File: config.mk
export PLATFORM = sky130hd
export DESIGN_NAME = adder_frame_accumulator
export DESIGN_NICKNAME = d
export VERILOG_FILES = /design/src/rtl/adder_frame_accumulator.sv
export SDC_FILE = /design/constraint.sdc
export NUM_CORES = 1
export LEC_CHECK = 0
export CORE_MARGIN = 5
export CORE_UTILIZATION = 40
export CTS_BUF_LIST = sky130_fd_sc_hd__clkbuf_2 sky130_fd_sc_hd__clkbuf_4 sky130_fd_sc_hd__clkbuf_8
export DETAILED_ROUTE_END_ITERATION = 8
export DONT_BUFFER_PORTS = 1
export PLACE_DENSITY_LB_ADDON = 0.08
export SYNTH_ARGS = -nofsm -noshare
export SYNTH_HDL_FRONTEND = slang
export SYNTH_HIERARCHICAL = 1
export SYNTH_SLANG_ARGS = --single-unit
File: constraint.sdc
create_clock -name clk -period 6.1 [get_ports clk]
set_clock_uncertainty 0.2 [all_clocks]
set_input_delay 1.22 -clock clk [delete_from_list [all_inputs] [get_ports clk]]
set_output_delay 1.22 -clock clk [all_outputs]
set_load 0.01 [all_outputs]
File: src/rtl/adder_frame_accumulator.sv
// ---------------------------------------------------------------------------
// adder_frame_accumulator
//
// Purpose:
//    Sums FRAME_LEN consecutive handshaked DATA_WIDTH-bit words into an
//    ACC_WIDTH-bit result. The result goes out on a handshaked port together
//    with a sticky overflow flag. After that the block clears itself for the
//    next frame. The addition is a ripple-carry chain built from FullAdder
//    cells, so it matches the adder stage upstream.
//
// Ports:
//    clk        in   sole clock, rising edge
//    rst        in   synchronous active-high reset
//    din_data   in   input word, unsigned
//    din_vld    in   input word valid
//    din_rd     out  ready to accept an input word (depends on state and rst only)
//    dout_data  out  frame sum mod 2^ACC_WIDTH (registered)
//    dout_ovf   out  set if any addition in the frame carried out (registered)
//    dout_vld   out  result valid (registered)
//    dout_rd    in   downstream ready
// ---------------------------------------------------------------------------

// Single-bit full adder cell, chained to form the accumulator's adder.
module FullAdder (
   input  logic a_i,
   input  logic b_i,
   input  logic c_i,
   output logic s_o,
   output logic c_o
);

   // Sum and carry-out of a one-bit addition.
   assign s_o = a_i ^ b_i ^ c_i;
   assign c_o = (a_i & b_i) | (c_i & (a_i ^ b_i));

endmodule

module adder_frame_accumulator #(
   parameter int DATA_WIDTH = 4,
   parameter int ACC_WIDTH  = 8,
   parameter int FRAME_LEN  = 4
) (
   input  logic                  clk,
   input  logic                  rst,
   input  logic [DATA_WIDTH-1:0] din_data,
   input  logic                  din_vld,
   output logic                  din_rd,
   output logic [ACC_WIDTH-1:0]  dout_data,
   output logic                  dout_ovf,
   output logic                  dout_vld,
   input  logic                  dout_rd
);

   localparam int CNT_W = $clog2(FRAME_LEN + 1);

   typedef enum logic [0:0] {
      ACCUM  = 1'b0,
      OUTPUT = 1'b1
   } state_t;

   state_t                 state_q, state_d;
   logic [ACC_WIDTH-1:0]   acc_q, acc_d;
   logic                   ovf_q, ovf_d;
   logic [CNT_W-1:0]       cnt_q, cnt_d;
   logic [ACC_WIDTH-1:0]   dout_data_q, dout_data_d;
   logic                   dout_ovf_q, dout_ovf_d;
   logic                   dout_vld_q, dout_vld_d;

   logic [ACC_WIDTH-1:0]   addend;
   logic [ACC_WIDTH-1:0]   sum;
   logic [ACC_WIDTH:0]     carry;
   logic [CNT_W-1:0]       cntInc;
   logic                   inHs;
   logic                   outHs;

   // The incoming word is unsigned, so it is zero-extended to the
   // accumulator width before it reaches the adder chain.
   assign addend   = ACC_WIDTH'(din_data);
   assign carry[0] = 1'b0;

   // Ripple-carry chain. The carry out of the top cell is the overflow
   // for this one addition.
   for (genvar i = 0; i < ACC_WIDTH; i++) begin : gAdder
      FullAdder uFa (
         .a_i (acc_q[i]),
         .b_i (addend[i]),
         .c_i (carry[i]),
         .s_o (sum[i]),
         .c_o (carry[i+1])
      );
   end

   // din_rd depends on the state register and rst only, so upstream never
   // sees a combinational path from dout_rd or din_vld.
   assign din_rd = (state_q == ACCUM) && !rst;
   assign inHs   = din_vld && din_rd;
   assign outHs  = dout_vld_q && dout_rd;
   assign cntInc = cnt_q + CNT_W'(1);

   // Next-state logic. In ACCUM, each accepted word is added in. The word
   // that completes the frame also loads the output registers, so dout_vld
   // rises on the next edge. In OUTPUT, inputs are ignored and the result
   // holds until downstream takes it. The frame state is cleared on that
   // handshake. No word is accepted in the same cycle as the output
   // handshake.
   always_comb begin
      state_d     = state_q;
      acc_d       = acc_q;
      ovf_d       = ovf_q;
      cnt_d       = cnt_q;
      dout_data_d = dout_data_q;
      dout_ovf_d  = dout_ovf_q;
      dout_vld_d  = dout_vld_q;
      unique case (state_q)
         ACCUM: begin
            if (inHs) begin
               acc_d = sum;
               ovf_d = ovf_q | carry[ACC_WIDTH];
               cnt_d = cntInc;
               if (cntInc == CNT_W'(FRAME_LEN)) begin
                  dout_data_d = sum;
                  dout_ovf_d  = ovf_q | carry[ACC_WIDTH];
                  dout_vld_d  = 1'b1;
                  state_d     = OUTPUT;
               end
            end
         end
         OUTPUT: begin
            if (outHs) begin
               acc_d      = '0;
               ovf_d      = 1'b0;
               cnt_d      = '0;
               dout_vld_d = 1'b0;
               state_d    = ACCUM;
            end
         end
         default: begin
            state_d = ACCUM;
         end
      endcase
   end

   // State and output registers. Reset is synchronous and discards any
   // partial sum or pending result.
   always_ff @(posedge clk) begin
      if (rst) begin
         state_q     <= ACCUM;
         acc_q       <= '0;
         ovf_q       <= 1'b0;
         cnt_q       <= '0;
         dout_data_q <= '0;
         dout_ovf_q  <= 1'b0;
         dout_vld_q  <= 1'b0;
      end else begin
         state_q     <= state_d;
         acc_q       <= acc_d;
         ovf_q       <= ovf_d;
         cnt_q       <= cnt_d;
         dout_data_q <= dout_data_d;
         dout_ovf_q  <= dout_ovf_d;
         dout_vld_q  <= dout_vld_d;
      end
   end

   assign dout_data = dout_data_q;
   assign dout_ovf  = dout_ovf_q;
   assign dout_vld  = dout_vld_q;

endmodule

# [Word-level counts from Yosys, hierarchy flattened]
# Cells that the tools add are included.
[word_totals] register_bits=23 out_inout_bits=11 elab_cells=62 inputBits=8
[op_classes] n_reduce_logical=7 n_eq_ne=4 bitwise=27 addsub=1 muxes=16
[ops] op="two-way mux 8 bit" count=2
[ops] op="one-hot mux 8 bit (2 select lines)" count=1
[ops] op="AND 1 bit" count=11
[ops] op="XOR 1 bit" count=11
[ops] op="two-way mux 1 bit" count=7
[ops] op="two-way mux 3 bit" count=2
[ops] op="one-hot mux 1 bit (2 select lines)" count=3
[ops] op="one-hot mux 3 bit (2 select lines)" count=1
[ops] op="AND reduction 3 bit" count=2
[ops] op="inequality test 2 x 1 -> 1 bit (second input constant)" count=2
[ops] op="OR 1 bit" count=4
[ops] op="adder 3 x 1 -> 3 bit (second input constant)" count=1
[ops] op="== test 3 bit (second input constant)" count=1
[ops] op="logical AND 1 bit" count=3
[ops] op="inequality test 2 bit (second input constant)" count=1
[ops] op="AND reduction 2 bit" count=1
[ops] op="zero test 1 bit" count=1
[ops] op="inverter 1 bit" count=1

# [Logic depth before layout (Yosys ltp)]
# Gate-level depths: netlist (run 1).
[logic_depth] ltp_word=14 ltp_mapped=10 depth_no_buf=10

# [Hierarchy]
# Netlist (run 1), hierarchy kept.
[by_module_without_submodules] mod="adder_frame_accumulator" area_each_um2=910.9 seq_area_each_um2=460.4 n_inst=1 cells_per_inst=92
[by_module_without_submodules] mod="FullAdder" area_each_um2=20.0 seq_area_each_um2=0.0 n_inst=8 cells_per_inst=1

# [Least setup slack after synthesis (run 1)]
# No wires, ideal clock.
[synth_timing] kind="input -> register" from="in din_data[0]" to="reg acc_q[7]" slack_ns=1.245 setup_ns=0.117 arrival_time_ns=4.539 cell_stages=9 path_buffers=0 required_time_ns=5.783 cell_sequence="fa_1 fa_1 fa_1 fa_1 fa_1 fa_1 fa_1 fa_1 a22o_1"
[synth_via] elab_chain_len=13
[synth_rtl] element="start, declared" line_no="45" rtl="input logic [DATA_WIDTH-1:0] din_data,"
[synth_rtl] element="AND 1 bit (2 in series)" line_no="34" rtl="assign c_o = (a_i & b_i) | (c_i & (a_i ^ b_i));"
[synth_rtl] element="OR 1 bit" line_no="34"
[synth_rtl] element="via carry[2]" line_no="71" rtl="logic [ACC_WIDTH:0] carry;"
[synth_rtl] element="AND 1 bit" line_no="34"
[synth_rtl] element="OR 1 bit" line_no="34"
[synth_rtl] element="via carry[3]" line_no="71"
[synth_rtl] element="AND 1 bit" line_no="34"
[synth_rtl] element="OR 1 bit" line_no="34"
[synth_rtl] element="via carry[4]" line_no="71"
[synth_rtl] element="[... 1 more ...]"
[synth_rtl] element="via carry[5]" line_no="71"
[synth_rtl] element="AND 1 bit" line_no="34"
[synth_rtl] element="via carry[6]" line_no="71"
[synth_rtl] element="AND 1 bit" line_no="34"
[synth_rtl] element="via carry[7]" line_no="71"
[synth_rtl] element="XOR 1 bit" line_no="33" rtl="assign s_o = a_i ^ b_i ^ c_i;"
[synth_rtl] element="via sum[7]" line_no="70" rtl="logic [ACC_WIDTH-1:0] sum;"
[synth_rtl] element="two-way mux 8 bit" line_no="116" rtl="if (inHs) begin"
[synth_rtl] element="one-hot mux 8 bit (2 select lines)" line_no="114" rtl="unique case (state_q)"
[synth_rtl] element="end signal, assigned" line_no="148" rtl="acc_q <= '0;"
[synth_rtl] element="end signal, assigned" line_no="156" rtl="acc_q <= acc_d;"
[synth_rtl] element="end, declared" line_no="62" rtl="logic [ACC_WIDTH-1:0] acc_q, acc_d;"
# The timed path passes the listed nets, and every way through them passes these cells. The select of a mux whose other input is x is not followed.
# A chain may end at the register's enable or synchronous reset.

# [Final worst setup path (run 1)]
[layout_timing] from="in din_data[0]" to="reg dout_data_q[7] (netlist: dout_data[7])"
[layout_via] elab_chain_len=11
[layout_rtl] element="AND 1 bit (2 in series)" line_no="34"
[layout_rtl] element="OR 1 bit" line_no="34"
[layout_rtl] element="via carry[2]" line_no="71"
[layout_rtl] element="AND 1 bit" line_no="34"
[layout_rtl] element="OR 1 bit" line_no="34"
[layout_rtl] element="via carry[3]" line_no="71"
[layout_rtl] element="AND 1 bit" line_no="34"
[layout_rtl] element="OR 1 bit" line_no="34"
[layout_rtl] element="via carry[4]" line_no="71"
[layout_rtl] element="AND 1 bit" line_no="34"
[layout_rtl] element="via carry[5]" line_no="71"
[layout_rtl] element="AND 1 bit" line_no="34"
[layout_rtl] element="via carry[6]" line_no="71"
[layout_rtl] element="AND 1 bit" line_no="34"
[layout_rtl] element="via carry[7]" line_no="71"
[layout_rtl] element="XOR 1 bit" line_no="33"
[layout_rtl] element="via sum[7]" line_no="70"
[layout_rtl] element="end signal, assigned" line_no="159" rtl="dout_data_q <= dout_data_d;"
[layout_rtl] element="end, declared" line_no="65" rtl="logic [ACC_WIDTH-1:0] dout_data_q, dout_data_d;"
# The timed path passes the listed nets, and every way through them passes these cells.

==> report_table.html, run 1 <==
<table>
<tr><th>Metric</th><th>Value</th></tr>
<tr><th colspan="2">Worst setup path</th></tr>
<tr><td>Depth of the worst register-to-register path</td><td>10</td></tr>
<tr><td>Type of destination of the critical path</td><td>register</td></tr>
<tr><td>Dominant delay contributor by cell family on the critical path</td><td>adder cells</td></tr>
<tr><td>Data arrival at the endpoint of the critical path</td><td>4.65 ns</td></tr>
<tr><td>Crit Path Class</td><td>in2reg</td></tr>
<tr><td>Max Fanout on Critical Path</td><td>2</td></tr>
<tr><td>Highest cell delay on the worst timing path</td><td>0.51 ns</td></tr>
<tr><td>Slowest CP cell</td><td>fa_1</td></tr>
<tr><td>Data required, critical path</td><td>6.16 ns</td></tr>
<tr><td>Stages on the worst setup path</td><td>10</td></tr>
<tr><td>Critical path buffers and inverters</td><td>0</td></tr>
<tr><td>Startpoint kind of the worst setup timing path</td><td>input port</td></tr>
<tr><td>Ordered cell list for the critical path</td><td>fa_1 -&gt; fa_1 -&gt; fa_1 -&gt; fa_1 -&gt; fa_1 -&gt; fa_1 -&gt; fa_1 -&gt; fa_1 -&gt; nand3_1 -&gt; a21oi_1</td></tr>
<tr><td>Cell with the most instances on the worst path</td><td>fa_1</td></tr>
<tr><th colspan="2">Cells and area</th></tr>
<tr><td>Number of fillers in the final layout</td><td>between 200 and 300</td></tr>
<tr><td># nets final</td><td>~120</td></tr>
<tr><td>Cell area after layout</td><td>1130 um2</td></tr>
<tr><td>Number of antenna repair diodes</td><td>0</td></tr>
<tr><td>Share of cells above drive strength 1</td><td>0.0673</td></tr>
<tr><td>Area growth, synth to finish</td><td>5.96%</td></tr>
<tr><td>Share of the core filled with cells</td><td>0.450</td></tr>
<tr><th colspan="2">STA</th></tr>
<tr><td>Number of max-slew violations in the final report</td><td>0</td></tr>
<tr><td>Relative slew slack</td><td>0.515</td></tr>
<tr><td>Setup repair after global routing missed its margin</td><td>false</td></tr>
<tr><td>Sum Neg Setup Slack</td><td>0 ns</td></tr>
<tr><td>Actual slew at the worst max-slew pin</td><td>between 0.7 and 0.8 ns</td></tr>
<tr><td>Minimum clock period</td><td>4.59 ns</td></tr>
<tr><td>Fmax</td><td>0.218 GHz</td></tr>
<tr><td>Final setup violation count</td><td>0</td></tr>
<tr><td>Period utilisation layout</td><td>0.753</td></tr>
<tr><td>Endpoints failing hold</td><td>0</td></tr>
<tr><th colspan="2">Route</th></tr>
<tr><td>Per-cell routed wire length</td><td>around 16 um</td></tr>
<tr><td>Number of vias after detailed routing</td><td>748</td></tr>
<tr><td>Remaining routing DRC violations</td><td>0</td></tr>
<tr><td>First-pass DRT Iterations</td><td>4</td></tr>
<tr><td>Wire length reported by the detailed router</td><td>2180 um</td></tr>
<tr><td>Vias per Instance</td><td>5.58</td></tr>
<tr><td>Number of violations reported at the end of detailed-routing iteration 0</td><td>25</td></tr>
<tr><td>Final antenna-violating net count</td><td>0</td></tr>
<tr><th colspan="2">GRT</th></tr>
<tr><td>Number of antenna violations at the first check in global routing</td><td>0</td></tr>
<tr><td>First-pass GRT wire length</td><td>3410 um</td></tr>
<tr><td>Global-route usage over all layers</td><td>0.126</td></tr>
<tr><td>Via count of the first global-routing pass</td><td>689</td></tr>
<tr><td>Maximum number of pins on one net before global-route repair</td><td>19</td></tr>
<tr><td>Remaining Overflow, GRT</td><td>0</td></tr>
<tr><th colspan="2">Power and ir drop</th></tr>
<tr><td>Combinational share of power</td><td>0.162</td></tr>
<tr><td>Clock power frac</td><td>0.255</td></tr>
<tr><td>Switching power</td><td>0.0000795 W</td></tr>
<tr><td>Static Leakage</td><td>~0.42 nW</td></tr>
<tr><td>Share of total power in sequential cells</td><td>0.584</td></tr>
<tr><td>Internal power consumption</td><td>between 0.0002 and 0.00025 W</td></tr>
<tr><td>Pwr per Cell Area</td><td>254 nW/um2</td></tr>
<tr><td>Switching share of power</td><td>0.276</td></tr>
<tr><td>Final total power</td><td>0.000288 W</td></tr>
<tr><td>Peak supply drop</td><td>roughly 120 uV</td></tr>
<tr><th colspan="2">Hold path</th></tr>
<tr><td>Type of the most critical hold path</td><td>reg2reg</td></tr>
<tr><td>Worst hold stages</td><td>2</td></tr>
<tr><th colspan="2">Logic synthesis</th></tr>
<tr><td>Number of flip-flops and latches in the synthesized netlist</td><td>23</td></tr>
<tr><td>Mean post-synth cell area</td><td>10.7 um2</td></tr>
<tr><td>Mapped Area</td><td>around 1100 um2</td></tr>
<tr><td>Cell type with the largest total area after synthesis</td><td>dfxtp_1</td></tr>
<tr><td>Post-synth top flop</td><td>dfxtp_1</td></tr>
<tr><td>Number of enable flip-flop cells after synthesis</td><td>0</td></tr>
<tr><td>Synth Warn #</td><td>6</td></tr>
<tr><td>Post-Synthesis Cells</td><td>100</td></tr>
<tr><td>Main area contributors after synthesis</td><td>dfxtp_1 (43%), fa_1 (15%), a22o_1 (7.4%), a21oi_1 (5.6%), o21ai_0 (4.7%)</td></tr>
<tr><td>Portion of synthesized cell area occupied by the leading cell type</td><td>0.430</td></tr>
<tr><td>Synth top cells by count</td><td>dfxtp_1 (23), a21oi_1 (12), o21ai_0 (10)</td></tr>
<tr><td>Leading cell type by number of instances after synthesis</td><td>dfxtp_1</td></tr>
<tr><td>Sequential fraction of the synthesis area</td><td>0.430</td></tr>
<tr><td>Async set-or-reset flop fraction in the synthesized netlist</td><td>0</td></tr>
<tr><td>Number of distinct library cells after synthesis</td><td>24</td></tr>
<tr><th colspan="2">Floorplanning</th></tr>
<tr><td>Height of the chip</td><td>61.7 um</td></tr>
<tr><td>Core Region</td><td>roughly 2500 um2</td></tr>
<tr><td>Cell Rows</td><td>18</td></tr>
<tr><td>DIE WIDTH</td><td>between 60 and 70 um</td></tr>
<tr><td># IOs</td><td>19</td></tr>
<tr><td>Area of the die</td><td>3810 um2</td></tr>
<tr><td>Starting Density</td><td>0.425</td></tr>
<tr><th colspan="2">Clock tree</th></tr>
<tr><td>Gates resized, CTS repair</td><td>0</td></tr>
<tr><td>CTS max path bufs</td><td>2</td></tr>
<tr><td>Number of buffers inserted by post-CTS setup repair</td><td>0</td></tr>
<tr><td>Number of clock sinks</td><td>23</td></tr>
<tr><td>Clock root buffer</td><td>clkbuf_4</td></tr>
<tr><td>Worst-path clk slew</td><td>0.13 ns</td></tr>
<tr><td>Clock tree from TritonCTS</td><td>yes</td></tr>
<tr><td>Max H-tree Level</td><td>1</td></tr>
<tr><td>CTS hold repair buffers</td><td>0</td></tr>
<tr><td>TritonCTS Buffers</td><td>3</td></tr>
<tr><td>Clock latency at the later pin of the worst-skew pair</td><td>0.32 ns</td></tr>
<tr><th colspan="2">Placed design</th></tr>
<tr><td>Area after detailed placement</td><td>1110 um2</td></tr>
<tr><td>Count of input and output buffers</td><td>0</td></tr>
<tr><td>Global placer's final weighted congestion</td><td>0.770</td></tr>
<tr><td>DP Wirelength</td><td>between 1500 and 2000 um</td></tr>
<tr><th colspan="2">Run status</th></tr>
<tr><td>Status</td><td>finished clean</td></tr>
<tr><th colspan="2">Job</th></tr>
<tr><td>Number of max-cap violations</td><td>0</td></tr>
</table>
-- state kept, by name, summed over array words and instances (netlist names) --
register	flops
acc_q	8
cnt_q	3
dout_data	8
dout_ovf	1
dout_vld	1
ovf_q	1
state_q	1
-- path summary, 6_finish.rpt --
check                           slack, ns          from           end
worst min register to register       0.33  dout_data[2]  dout_data[2]
worst max register to register       2.02      acc_q[0]  dout_data[7]
worst max-delay path                 1.51   din_data[0]  dout_data[7]
worst min-delay path                 0.33  dout_data[2]  dout_data[2]
-- stage by stage --
stage          worst slack [ns]  hold slack [ns]  std cells
2_1_floorplan              1.24            0.272        104
3_3_place_gp               1.19            0.292        130
3_5_place_dp               1.15            0.294        130
4_1_cts                    1.50            0.326        134
5_1_grt                    1.41            0.344        134
6_report                   1.51            0.325        134
-- routing by layer --
layer,wire (um),vias to the layer above,track usage
met4,19,0,0.0636
li1,-,363,-
met1,1040,368,0.170
met3,131,2,0.0248
met5,0,-,0
met2,982,15,0.193
-- final cells by class --
type	count	area [um2]	area share
clock buffer	3	22.5	0.0198
clock inverter	1	5.00	0.00441
multi-input combinational	76	602	0.530
sequential	23	460	0.406
tap	30	37.5	0.0331
timing repair buffer	1	7.51	0.00662
-- cell usage in the layout, fill, tap and decap left out, types with 2 or more instances in the layout --
cell / count
dfxtp_1: 23
a21oi_1: 12
o21ai_0: 10
nor2b_1: 2
nand2_1: 5
conb_1: 5
fa_1: 8
nor2_1: 3
a22o_1: 9
nand3_1: 9
ha_1: 2
clkbuf_4: 3
-- logic make-up after synthesis --
group,after synthesis,share of synthesized area
AO/OA/AOI/OAI,35,0.224
XOR/XNOR,2,0.0234
adder cells (fa/ha/maj),10,0.173
buffers and inverters,5,0.0222
flip-flops,23,0.430
other,1,0.00350
AND/OR/NAND/NOR,24,0.124
-- tightest hold or removal path, stage by stage, from the launching register on --
cell	delay (ns)
dfxtp_1	0.36
o21ai_0	0.08
a21oi_1	0.06
-- power groups by stage --
stage | clock network [W] | registers [W] | logic (W)
after floorplan | 0 | 0.000170 | 0.0000386
after global placement | 0 | 0.000172 | 0.0000462
after detailed placement | 0 | 0.000172 | 0.0000466
after CTS | 0.0000743 | 0.000168 | 0.0000469
after global routing | 0.0000825 | 0.000170 | 0.0000524
final | 0.0000733 | 0.000168 | 0.0000465
(Power assumes the default switching activity.)
==> run 2, diff against run 1 <==
==> constraint.sdc (replaced) <==
create_clock -name clk -period 4.7 [get_ports clk]
set_clock_uncertainty 0.2 [all_clocks]
set_input_delay 0.94 -clock clk [delete_from_list [all_inputs] [get_ports clk]]
set_output_delay 0.94 -clock clk [all_outputs]
set_load 0.01 [all_outputs]
==> results of run 2 <==
The final DEF is identical to that of run 1. Status: finished clean.
Among the figures that moved: final weighted congestion in routability-driven placement 0.770 -> 0.752; setup slack after placement 1.15 ns -> 0.0310 ns; setup slack after layout 1.51 ns -> 0.389 ns; register-to-register setup slack 2.02 ns -> 0.62 ns; total power 0.000288 W -> 0.000374 W; worst IR drop on VDD 125 uV -> 162 uV
